<file path="src/rtl/timer_bank.sv">
// -----------------------------------------------------------------------------
// timer_bank
//
// Multi-channel millisecond timer. A single free-running prescaler produces a
// one-cycle tick every CLK_PER_TICK clocks. On each tick, every running channel
// increments its counter. Each channel has the following:
//   - a compare register with a sticky match flag
//   - optional auto-reload to zero on match
//   - optional one-shot mode, where the channel pauses itself on match
// The controller issues one command per cycle to a single channel. Counts are
// read back combinationally through a channel-select mux.
//
// Ports
//   clk          in   system clock, rising edge
//   reset_n      in   asynchronous active-low reset
//   cmd_en       in   command strobe, one command per asserted cycle
//   cmd_op       in   command opcode (NOP/PAUSE/CLEAR/SET_CMP/SET_MODE/ACK/LOAD)
//   cmd_ch       in   target channel of the command
//   cmd_data     in   command operand
//   rd_ch        in   channel whose count drives rd_count
//   rd_count     out  count of channel rd_ch (mux of registers)
//   match_flags  out  sticky per-channel compare-match flags
//   irq          out  OR of match_flags
//   tick         out  one-cycle pulse on each prescaler wrap
// -----------------------------------------------------------------------------
module timer_bank #(
   parameter int CH_W         = 2,
   parameter int COUNT_W      = 16,
   parameter int CLK_PER_TICK = 50000
) (
   input  logic                   clk,
   input  logic                   reset_n,
   input  logic                   cmd_en,
   input  logic [2:0]             cmd_op,
   input  logic [CH_W-1:0]        cmd_ch,
   input  logic [COUNT_W-1:0]     cmd_data,
   input  logic [CH_W-1:0]        rd_ch,
   output logic [COUNT_W-1:0]     rd_count,
   output logic [(2**CH_W)-1:0]   match_flags,
   output logic                   irq,
   output logic                   tick
);

   localparam int NUM_CH = 2**CH_W;

   // Prescaler is sized for the largest legal CLK_PER_TICK (2**24).
   localparam int              PRE_W    = 24;
   localparam logic [PRE_W-1:0] PRE_LAST = PRE_W'(CLK_PER_TICK - 1);

   localparam logic [2:0] OP_NOP      = 3'd0;
   localparam logic [2:0] OP_PAUSE    = 3'd1;
   localparam logic [2:0] OP_CLEAR    = 3'd2;
   localparam logic [2:0] OP_SET_CMP  = 3'd3;
   localparam logic [2:0] OP_SET_MODE = 3'd4;
   localparam logic [2:0] OP_ACK      = 3'd5;
   localparam logic [2:0] OP_LOAD     = 3'd6;

   // ---------------------------------------------------------------------------
   // State
   // ---------------------------------------------------------------------------
   logic [PRE_W-1:0]   prescaler;

   logic [COUNT_W-1:0] count      [NUM_CH];
   logic [COUNT_W-1:0] cmp        [NUM_CH];
   logic [NUM_CH-1:0]  paused;
   logic [NUM_CH-1:0]  autoreload;
   logic [NUM_CH-1:0]  oneshot;

   // ---------------------------------------------------------------------------
   // Next-state and helper signals
   // ---------------------------------------------------------------------------
   logic [COUNT_W-1:0] count_nxt  [NUM_CH];
   logic [COUNT_W-1:0] cmp_nxt    [NUM_CH];
   logic [COUNT_W-1:0] incr       [NUM_CH];
   logic [NUM_CH-1:0]  paused_nxt;
   logic [NUM_CH-1:0]  autoreload_nxt;
   logic [NUM_CH-1:0]  oneshot_nxt;
   logic [NUM_CH-1:0]  flags_nxt;
   logic [NUM_CH-1:0]  sel;
   logic [NUM_CH-1:0]  step;
   logic [NUM_CH-1:0]  overwrite;
   logic [NUM_CH-1:0]  hit;

   logic op_pause;
   logic op_clear;
   logic op_set_cmp;
   logic op_set_mode;
   logic op_ack;
   logic op_load;

   // Prescaler: counts 0..CLK_PER_TICK-1. tick is registered from the wrap
   // condition, so it is high during the cycle in which the prescaler reads 0.
   always_ff @(posedge clk or negedge reset_n) begin
      if (!reset_n) begin
         prescaler <= {PRE_W{1'b0}};
         tick      <= 1'b0;
      end else begin
         if (prescaler == PRE_LAST) begin
            prescaler <= {PRE_W{1'b0}};
         end else begin
            prescaler <= prescaler + 24'd1;
         end
         tick <= (prescaler == PRE_LAST);
      end
   end

   // Opcode decode into one-hot strobes. NOP and the reserved code 7 decode to
   // no action.
   always_comb begin
      op_pause    = 1'b0;
      op_clear    = 1'b0;
      op_set_cmp  = 1'b0;
      op_set_mode = 1'b0;
      op_ack      = 1'b0;
      op_load     = 1'b0;
      case (cmd_op)
         OP_NOP:      op_pause    = 1'b0;
         OP_PAUSE:    op_pause    = 1'b1;
         OP_CLEAR:    op_clear    = 1'b1;
         OP_SET_CMP:  op_set_cmp  = 1'b1;
         OP_SET_MODE: op_set_mode = 1'b1;
         OP_ACK:      op_ack      = 1'b1;
         OP_LOAD:     op_load     = 1'b1;
         default:     op_pause    = 1'b0;
      endcase
   end

   // Per-channel next state. Every decision reads only the current
   // registers, never the command's new values. This is why a PAUSE still
   // sees the old paused bit, and a SET_CMP still compares against the old cmp.
   always_comb begin
      for (int i = 0; i < NUM_CH; i++) begin
         sel[i]       = cmd_en && (cmd_ch == CH_W'(i));
         step[i]      = tick && !paused[i];
         incr[i]      = count[i] + COUNT_W'(1);
         // A CLEAR or LOAD replaces the increment, so no match is evaluated.
         overwrite[i] = sel[i] && (op_clear || op_load);
         hit[i]       = step[i] && !overwrite[i] && (incr[i] == cmp[i]);

         // Count: a command write takes priority over the tick increment.
         if (sel[i] && op_clear) begin
            count_nxt[i] = {COUNT_W{1'b0}};
         end else if (sel[i] && op_load) begin
            count_nxt[i] = cmd_data;
         end else if (step[i]) begin
            if (hit[i] && autoreload[i]) begin
               count_nxt[i] = {COUNT_W{1'b0}};
            end else begin
               count_nxt[i] = incr[i];
            end
         end else begin
            count_nxt[i] = count[i];
         end

         // Paused: an explicit PAUSE command overrides the one-shot
         // auto-pause.
         if (sel[i] && op_pause) begin
            paused_nxt[i] = cmd_data[0];
         end else if (hit[i] && oneshot[i]) begin
            paused_nxt[i] = 1'b1;
         end else begin
            paused_nxt[i] = paused[i];
         end

         if (sel[i] && op_set_cmp) begin
            cmp_nxt[i] = cmd_data;
         end else begin
            cmp_nxt[i] = cmp[i];
         end

         if (sel[i] && op_set_mode) begin
            autoreload_nxt[i] = cmd_data[0];
            oneshot_nxt[i]    = cmd_data[1];
         end else begin
            autoreload_nxt[i] = autoreload[i];
            oneshot_nxt[i]    = oneshot[i];
         end

         // Flag: a new match outranks an ACK in the same cycle, so no event
         // is lost.
         if (hit[i]) begin
            flags_nxt[i] = 1'b1;
         end else if (sel[i] && op_ack) begin
            flags_nxt[i] = 1'b0;
         end else begin
            flags_nxt[i] = match_flags[i];
         end
      end
   end

   // Channel registers.
   always_ff @(posedge clk or negedge reset_n) begin
      if (!reset_n) begin
         for (int i = 0; i < NUM_CH; i++) begin
            count[i] <= {COUNT_W{1'b0}};
            cmp[i]   <= {COUNT_W{1'b1}};
         end
         paused      <= {NUM_CH{1'b0}};
         autoreload  <= {NUM_CH{1'b0}};
         oneshot     <= {NUM_CH{1'b0}};
         match_flags <= {NUM_CH{1'b0}};
      end else begin
         for (int i = 0; i < NUM_CH; i++) begin
            count[i] <= count_nxt[i];
            cmp[i]   <= cmp_nxt[i];
         end
         paused      <= paused_nxt;
         autoreload  <= autoreload_nxt;
         oneshot     <= oneshot_nxt;
         match_flags <= flags_nxt;
      end
   end

   // Read-back mux and interrupt. Both are driven directly from registers,
   // so an asynchronous reset clears them immediately.
   assign rd_count = count[rd_ch];
   assign irq      = |match_flags;

endmodule

</file>
<file path="config.mk">
export PLATFORM = sky130hd
export DESIGN_NAME = timer_bank
export DESIGN_NICKNAME = d
export VERILOG_FILES = /design/src/rtl/timer_bank.sv
export SDC_FILE = /design/constraint.sdc
export NUM_CORES = 1
export LEC_CHECK = 0
export CORE_UTILIZATION = 65
export CTS_BUF_LIST = sky130_fd_sc_hd__clkbuf_4 sky130_fd_sc_hd__clkbuf_8
export CTS_CLUSTER_DIAMETER = 120
export DETAILED_ROUTE_END_ITERATION = 10
export PLACE_DENSITY = 0.85
export REMOVE_ABC_BUFFERS = 1
export SLEW_MARGIN = 20
export SYNTH_ARGS = -nofsm -noshare
export SYNTH_HDL_FRONTEND = slang
export SYNTH_SLANG_ARGS = --single-unit
</file>
<file path="constraint.sdc">
create_clock -name clk -period 8.55 [get_ports clk]
set_clock_uncertainty 0.1 [all_clocks]
set_input_delay 2.1375 -clock clk [delete_from_list [all_inputs] [get_ports clk]]
set_output_delay 2.1375 -clock clk [all_outputs]
set_load 0.01 [all_outputs]
</file>
==> impl_metrics.tcl, run 1 <==
set metrics [dict create \
    status "complete, no violations" \
    rsz0062_at_grt "no" \
    drc 0 \
    grtUsageMet1 0.517 \
    vias_per_cell 7.06 \
    use_met2 0.575 \
    power.total_mw 2.28 \
    synth_area_per_cell_um2 9.77 \
    yosys_warnings 0 \
    synthFlopType "dfrtp_1" \
    root_buffer "clkbuf_8" \
    die-area_um2 17400 \
    relSlewSlack 0.208 \
    crit_required_ns 6.31 \
    synthSimpleGateAreaFrac 0.211 \
    vdd_drop_max_v 0.000131 \
    reg2regPathDepth 8 \
    num_rows 47 \
    ys_top_cells_by_area "dfrtp_1, dfstp_2, mux2_2, xnor2_1, a22oi_1" \
    cts.path.max_buffers 2 \
    drt_iter0_markers 1351 \
    async_flop_share 1.00 \
    clock_latency_ns 0.47 \
    yosysSeqAreaShare 0.392 \
    core_um2 16500 \
    max-cap-violations 0 \
    ys_seq_elements 169 \
    worstPathCellList "clkdlybuf4s50_1 -> mux4_2 -> clkdlybuf4s50_1" \
    synthAdderAreaFrac 0.00569 \
    p_leak_nw 4.50 \
    drt_pass1_iterations 6 \
    die_h_um 132 \
    post-route-min-period_ns 6.23 \
    cts_setup_buffers 0 \
    cpPeakStageDelay_ns 0.93 \
    worstMarginPinSlew_ns 1.18 \
    wirelength_um 32300 \
    hold_buffers 0 \
    busiest_layer "met2" \
    grtUsageTotal 0.385 \
    tns_ns 0 \
    end_kind "output pin" \
    start_util 0.665 \
    synthMuxAreaShare 0.110 \
    synthToLayoutAreaGrowth_pct 7.28 \
    grt_use_met3 0.0900 \
    grt_pass1_vias 9116 \
    synth_cell_types 89 \
    cts.sinks 169 \
    critPathLaunch "rd_ch[1]" \
    antenna_found_initial 1 \
    fillers 1230 \
    ctsResizeCount 0 \
    synth_top_family_by_area "simple AND/OR/NAND/NOR gates" \
    place_congestion 0.994 \
    final_nets 1153 \
    rr_endpoint "count[21]" \
    grt_pass1_wl_um 51000 \
    clk_pin_slew_ns 0.09 \
    synth_edf_count 0 \
    r2r-start "count[16]" \
    crit_type "input pin to output pin" \
    worst_hold_path_type "flip-flop to flip-flop" \
    synth.largest_area_cell "dfrtp_1" \
    ant_nets 0 \
    synth_top_area_frac 0.239 \
    syn_inst 1125 \
    cts_made_buffers 17 \
    grt_max_degree 101 \
    power_density_nw_per_um2 194 \
    synth_compound_area_frac 0.143 \
    cts_tree "yes" \
    syn_area_um2 11000 \
    die_w_um 132 \
    fmax_mhz 160 \
    cp-start-kind "input pin" \
    vias 9584 \
    critPathCapture "rd_count[12]" \
    fin_crit_sh 0.729 \
    cp_slowest_cell "clkdlybuf4s50_1" \
    drt-wirelength-per-cell_um 23.8 \
    placement.io_buffers 47 \
    cp.arrival_ns 3.99 \
    critPathMaxFanout 16 \
    io_pins 48 \
    final_hold_viol_count 0 \
    setup_viol 0 \
    r2r_setup_slack_ns 4.47 \
    dp_hpwl_um 22500 \
    synthXorXnorAreaFrac 0.0956 \
    cp_common_cell "clkdlybuf4s50_1" \
    maxSlewViolCount 0 \
    drive_above_1_share 0.201 \
    cts.htree.levels 4 \
    gr-total-overflow 0 \
]
==> worst min-delay path by stage <==
stage | start | endpoint | slack [ns] | cells past startpoint
detailed placement | prescaler[23] | prescaler[23] | 0.36 | 1
CTS | prescaler[23] | prescaler[23] | 0.38 | 1
global route | prescaler[23] | prescaler[23] | 0.39 | 1
floorplan | prescaler[23] | prescaler[23] | 0.34 | 1
global placement | prescaler[23] | prescaler[23] | 0.36 | 1
finish | prescaler[23] | prescaler[23] | 0.38 | 1
==> worst max-delay path, delay by kind of cell <==
kind	cells	cell delay, ns
buffers and inverters	2	1.43
multiplexers	1	0.43
==> per-stage QoR <==
step / setup WS, ns / hold slack (ns) / utilization / instance area [um2] / cells
2_1_floorplan: 3.60 / 0.343 / - / 10600 / 1050
3_3_place_gp: 1.93 / 0.362 / 0.689 / 11400 / 1323
3_5_place_dp: 1.85 / 0.359 / 0.690 / 11400 / 1323
4_1_cts: 1.85 / 0.382 / 0.713 / 11800 / 1355
5_1_grt: 2.29 / 0.392 / 0.713 / 11800 / 1355
6_report: 2.32 / 0.381 / 0.713 / 11800 / 1357
==> power by group <==
| group | internal [mW] | leakage (nW) | switching [mW] |
|---|---|---|---|
| registers | 0.951 | 1.98 | 0.193 |
| logic | 0.294 | 2.34 | 0.277 |
| clock network | 0.245 | 0.189 | 0.323 |
| total | 1.49 | 4.50 | 0.793 |
==> registers in the layout, summed over array words and instances (netlist names) <==
register and count:
count 64, oneshot 4, paused 4, cmp 64, autoreload 4, match_flags 4, prescaler 24, tick 1
==> Yosys cell counts (27+ instances only) <==
cell type  instances
a22oi_1           48
and3_1            29
clkbuf_1          42
dfrtp_1          105
dfstp_2           64
mux2_2            71
nand2_1           93
nand3_1           50
nand4_1           28
nor2_1            63
nor3_1            31
nor4_1            27
o21ai_0           46
xnor2_1           82
xor2_1            38
==> layout make-up <==
| type | instances | area, um2 | share of cell area |
|---|---|---|---|
| antenna | 2 | 5.00 | 0.000425 |
| clock buffer | 18 | 248 | 0.0210 |
| clock inverter | 14 | 135 | 0.0115 |
| inverter | 23 | 86.3 | 0.00732 |
| multi-input combinational | 858 | 6220 | 0.527 |
| sequential | 169 | 4310 | 0.366 |
| tap | 220 | 275 | 0.0233 |
| timing repair buffer | 53 | 512 | 0.0434 |
==> cells by family (layout without fill, tap and decap cells) <==
kind of cell / Yosys count / after routing
AND/OR/NAND/NOR: 420 / 420
AO/OA/AOI/OAI: 222 / 222
flip-flops: 169 / 169
XOR/XNOR: 120 / 120
buffers and inverters: 98 / 108
multiplexers: 91 / 91
adder cells (fa/ha/maj): 5 / 5
other: 0 / 2
==> routing by layer <==
layer,share of wire,vias to the layer above
li1,-,4171
met3,0.12,137
met4,0.054,0
met5,0,-
met2,0.44,653
met1,0.39,4623
==> cell usage in the layout (no fill, tap or decap), types with 38 or more instances in the layout <==
master,instances
a22oi_1,48
clkdlybuf4s50_1,45
dfrtp_1,105
dfstp_2,64
mux2_2,71
nand2_1,93
nand3_1,50
nor2_1,55
o21ai_0,46
xnor2_1,82
xor2_1,38
Power figures use the tool's default switching activity.
==> run 2, diff against run 1 <==
Settings changed: CORE_UTILIZATION 65 to 64, PLACE_DENSITY 0.85 to 0.84.
Clock period 8.55 ns to 6.3 ns, I/O delays scaled along.
==> run 2 against run 1 <==
Sequential share of layout area is 0.19 points lower. Register-to-register slack got worse by 2.2 ns. Critical path depth unchanged. Clock power increased by 44%. Sequential power is 36% higher. Sequential cell count unchanged. Worst setup slack got worse by 1.1 ns. Cell count increased by 0.22%. Via count down 0.27%. First-iteration DRC count decreased by 7.6%. Clock-buffer cell count is 5 higher. Core utilization is 0.38 points lower.
==> impl_metrics.tcl, run 2 (synthesis gave the netlist of run 1 again) <==
set metrics [dict create \
    grt_max_degree 96 \
    cts_tree "yes" \
    gr-total-overflow 0 \
    max-cap-violations 0 \
    relSlewSlack 0.256 \
    drt-wirelength-per-cell_um 23.9 \
    fin_ws_ns 1.19 \
    reg_top3 "cmp (64), count (64), prescaler (24)" \
    die-area_um2 17700 \
    vias_per_cell 7.03 \
    num_rows 47 \
    grt_pass1_wl_um 50700 \
    cp_slowest_cell "clkdlybuf4s50_1" \
    cp-start-kind "input pin" \
    tns_ns 0 \
    final_cell_count_no_fill 1360 \
    antennaDiodeCount 0 \
    cts.sinks 169 \
    dp_hpwl_um 22600 \
    status "complete, no violations" \
    power_density_nw_per_um2 266 \
    grt_pass1_vias 9059 \
    final_common_cell "dfrtp_1" \
    swShare 0.334 \
    p_leak_nw 4.54 \
    vdd_drop_max_v 0.000206 \
    critPathMaxFanout 16 \
    cp.arrival_ns 3.44 \
    final_hold_viol_count 0 \
    worstPathCellList "clkdlybuf4s50_1 -> mux4_2 -> clkdlybuf4s50_1" \
    vias 9558 \
    finish.utilization 0.710 \
    cts_made_buffers 17 \
    die_w_um 133 \
    wirelength_um 32500 \
    drc 0 \
    fmax_mhz 196 \
    io_pins 48 \
    final_nets 1158 \
    power.total_mw 3.15 \
    p_switching_mw 1.05 \
    crit_required_ns 4.62 \
    fin_crit_sh 0.812 \
    cts_setup_buffers 0 \
    hold_buffers 0 \
    worst_hold_path_type "flip-flop to flip-flop" \
    antenna_found_initial 0 \
    placement.io_buffers 47 \
    drt_iter0_markers 1248 \
    crit_type "input pin to output pin" \
    finalHoldWorstSlack_ns 0.373 \
    p_int_mw 2.10 \
    dp_slack_ns 1.21 \
    placed_cell_area_um2 11400 \
    start_util 0.658 \
    fin_area_um2 11900 \
    seq_power_share 0.494 \
    dp.cells 1328 \
    combinationalPowerShare 0.246 \
    die_h_um 133 \
    rsz0062_at_grt "no" \
    end_kind "output pin" \
    cpPeakStageDelay_ns 0.93 \
    worstMarginPinSlew_ns 1.11 \
    root_buffer "clkbuf_8" \
    clkPwrFrac 0.260 \
    setup_viol 0 \
    post-route-min-period_ns 5.11 \
    cts.htree.levels 4 \
    maxSlewViolCount 0 \
    core_um2 16700 \
    clk_pin_slew_ns 0.09 \
    cts.path.max_buffers 2 \
    fillers 1263 \
    drive_above_1_share 0.200 \
    drt_pass1_iterations 6 \
    clock_latency_ns 0.48 \
    cp_common_cell "clkdlybuf4s50_1" \
    synthToLayoutAreaGrowth_pct 7.85 \
    grtUsageTotal 0.381 \
    ant_nets 0 \
    final_cell_mix "dfrtp_1, nand2_1, xnor2_1, mux2_2, dfstp_2" \
    ctsResizeCount 0 \
    place_congestion 1.02 \
]
## run 2: cell types whose count changed in the layout (fill, tap and decap cells not counted), sizes merged
cell,delta
buf,+4
bufinv,+1
clkbuf,+5
clkdlybuf4s50,+1
diode,-2
inv,-6
## run 2: path summary, 6_finish.rpt
kind / from / end / slack, ns / cells past startpoint
setup / recovery: rd_ch[1] / rd_count[15] / 1.19 / 3
hold / removal: prescaler[23] / prescaler[23] / 0.37 / 1
setup reg to reg: count[16] / count[21] / 2.26 / 8
hold reg to reg: prescaler[23] / prescaler[23] / 0.37 / 1
max in group asynchronous: reset_n / cmp[18] / 3.92 / 2
min in group asynchronous: reset_n / prescaler[12] / 1.07 / 1
## run 2: critical path: cells and delay by family
family | cells | cell delay, ns
buffers and inverters | 2 | 1.43
multiplexers | 1 | 0.43
## run 2: power groups by stage
stage | registers, mW | logic (mW) | clock network, mW
finish | 1.55 | 0.775 | 0.819
CTS | 1.54 | 0.766 | 0.825
floorplan | 1.46 | 0.565 | 0
detailed placement | 1.56 | 0.758 | 0
global placement | 1.55 | 0.739 | 0
global route | 1.57 | 0.843 | 0.860
## run 2: area by class of cell
| cell class | instances | area (um2) | area share |
|---|---|---|---|
| inverters | 23 | 86.3 | 0.00728 |
| clock buffers | 23 | 304 | 0.0257 |
| well taps | 220 | 275 | 0.0232 |
| clock inverters | 9 | 114 | 0.00961 |
| repair buffers | 58 | 554 | 0.0468 |
| multi-input cells | 858 | 6210 | 0.524 |
| flip-flops and latches | 169 | 4310 | 0.364 |
## run 2: per-layer routing
metal	global-route usage	wire, um
met4	0.250	2170
met3	0.0881	4080
met2	0.549	13700
met1	0.516	12600
met5	0	0
==> run 3, diff against run 2 <==
Settings changed: CORE_UTILIZATION 64 to 57, PLACE_DENSITY 0.84 to 0.79.
Clock period 6.3 ns to 4.5 ns, I/O delays scaled along.
==> run 3 against run 2 <==
First-iteration DRC count shrank 5.8%. Cell area is 1.2% higher. Die area up 12%. Sequential share of layout area down 0.44 points.
==> impl_metrics.tcl, run 3 (synthesis gave the netlist of run 1 again) <==
set metrics [dict create \
    num_rows 50 \
    hold_buffers 0 \
    vias 9390 \
    finalHoldWorstSlack_ns 0.375 \
    drt-wirelength-per-cell_um 23.2 \
    cts.htree.levels 4 \
    antenna_found_initial 1 \
    vias_per_cell 6.65 \
    drive_above_1_share 0.204 \
    crit_type "input pin to output pin" \
    status "complete, no violations" \
    cts.path.max_buffers 2 \
    cts_setup_buffers 0 \
    cp_common_cell "clkdlybuf4s50_1" \
    cts_made_buffers 17 \
    worst_hold_path_type "flip-flop to flip-flop" \
    worstMarginPinSlew_ns 0.837 \
    ant_nets 0 \
    cp-start-kind "input pin" \
    drt_iter0_markers 1176 \
    final_hold_viol_count 0 \
    gr-total-overflow 0 \
    max-cap-violations 0 \
    grt_max_degree 73 \
    final_common_cell "dfrtp_1" \
    grt_pass1_vias 9060 \
    cp_top_family "buffers and inverters" \
    relSlewSlack 0.440 \
    critPathBufInv 3 \
    place_congestion 1.00 \
    cpPeakStageDelay_ns 0.69 \
    cts.sinks 169 \
    cts_tree "yes" \
    fmax_mhz 234 \
    drt_pass1_iterations 10 \
    vdd_drop_max_v 0.000212 \
    root_buffer "clkbuf_8" \
    maxSlewViolCount 0 \
    die_w_um 141 \
    core_um2 18800 \
    ctsResizeCount 0 \
    fin_crit_sh 0.948 \
    cp.arrival_ns 3.04 \
    end_kind "output pin" \
    tns_ns 0 \
    clk_pin_slew_ns 0.08 \
    wirelength_um 32800 \
    crit_required_ns 3.27 \
    grtUsageTotal 0.341 \
    critPathMaxFanout 12 \
    die_h_um 141 \
    post-route-min-period_ns 4.27 \
    die-area_um2 19800 \
    placement.io_buffers 47 \
    reg_top3 "cmp (64), count (64), prescaler (24)" \
    worstPathCellList "clkdlybuf4s50_1 -> buf_12 -> mux4_2 -> clkdlybuf4s50_1" \
    final_nets 1169 \
    drc 0 \
    cp_slowest_cell "clkdlybuf4s50_1" \
    io_pins 48 \
    power_density_nw_per_um2 368 \
    setup_viol 0 \
    final_cell_mix "dfrtp_1, nand2_1, xnor2_1, mux2_2, dfstp_2" \
    dp_hpwl_um 22900 \
    synthToLayoutAreaGrowth_pct 9.17 \
    rsz0062_at_grt "no" \
    grt_pass1_wl_um 50900 \
    p_leak_nw 4.61 \
    clock_latency_ns 0.47 \
    start_util 0.584 \
]
## run 3: final timing paths
| kind | startpoint | to | slack [ns] | cells after the start |
|---|---|---|---|---|
| worst max-delay path | rd_ch[0] | rd_count[11] | 0.23 | 4 |
| worst min-delay path | prescaler[23] | prescaler[23] | 0.37 | 1 |
| worst max register to register | count[1] | count[4] | 0.73 | 8 |
| worst min register to register | prescaler[23] | prescaler[23] | 0.37 | 1 |
| max in group asynchronous | reset_n | cmp[24] | 2.75 | 2 |
| min in group asynchronous | reset_n | count[54] | 0.54 | 1 |
## run 3: per-layer routing
layer	share of wire	track usage	wire length, um
met2	0.44	0.511	14400
met3	0.11	0.0829	3750
met5	0	0	0
met4	0.052	0.196	1690
met1	0.40	0.452	13000
## run 3: layout make-up
| cell class | count | area [um2] |
|---|---|---|
| timing repair buffer | 69 | 662 |
| sequential | 169 | 4310 |
| antenna | 1 | 2.50 |
| clock inverter | 14 | 171 |
| multi-input combinational | 858 | 6200 |
| clock buffer | 18 | 241 |
| inverter | 23 | 86.3 |
| tap | 260 | 325 |
| fill | 1508 | 6830 |
## run 3: report_power, final
group	switching, mW	internal [mW]
Combinational	0.527	0.568
Clock	0.596	0.559
Sequential	0.358	1.81
Total	1.48	2.93
## run 3: through the flow
step	setup WS [ns]	std cells	power [mW]	instance area [um2]	util
floorplan	1.13	1050	2.83	10600	-
global placement	0.298	1379	3.22	11600	0.615
detailed placement	0.241	1379	3.25	11600	0.615
CTS	0.238	1411	4.41	12000	0.637
global route	0.171	1411	4.61	12000	0.637
finish	0.234	1412	4.42	12000	0.637
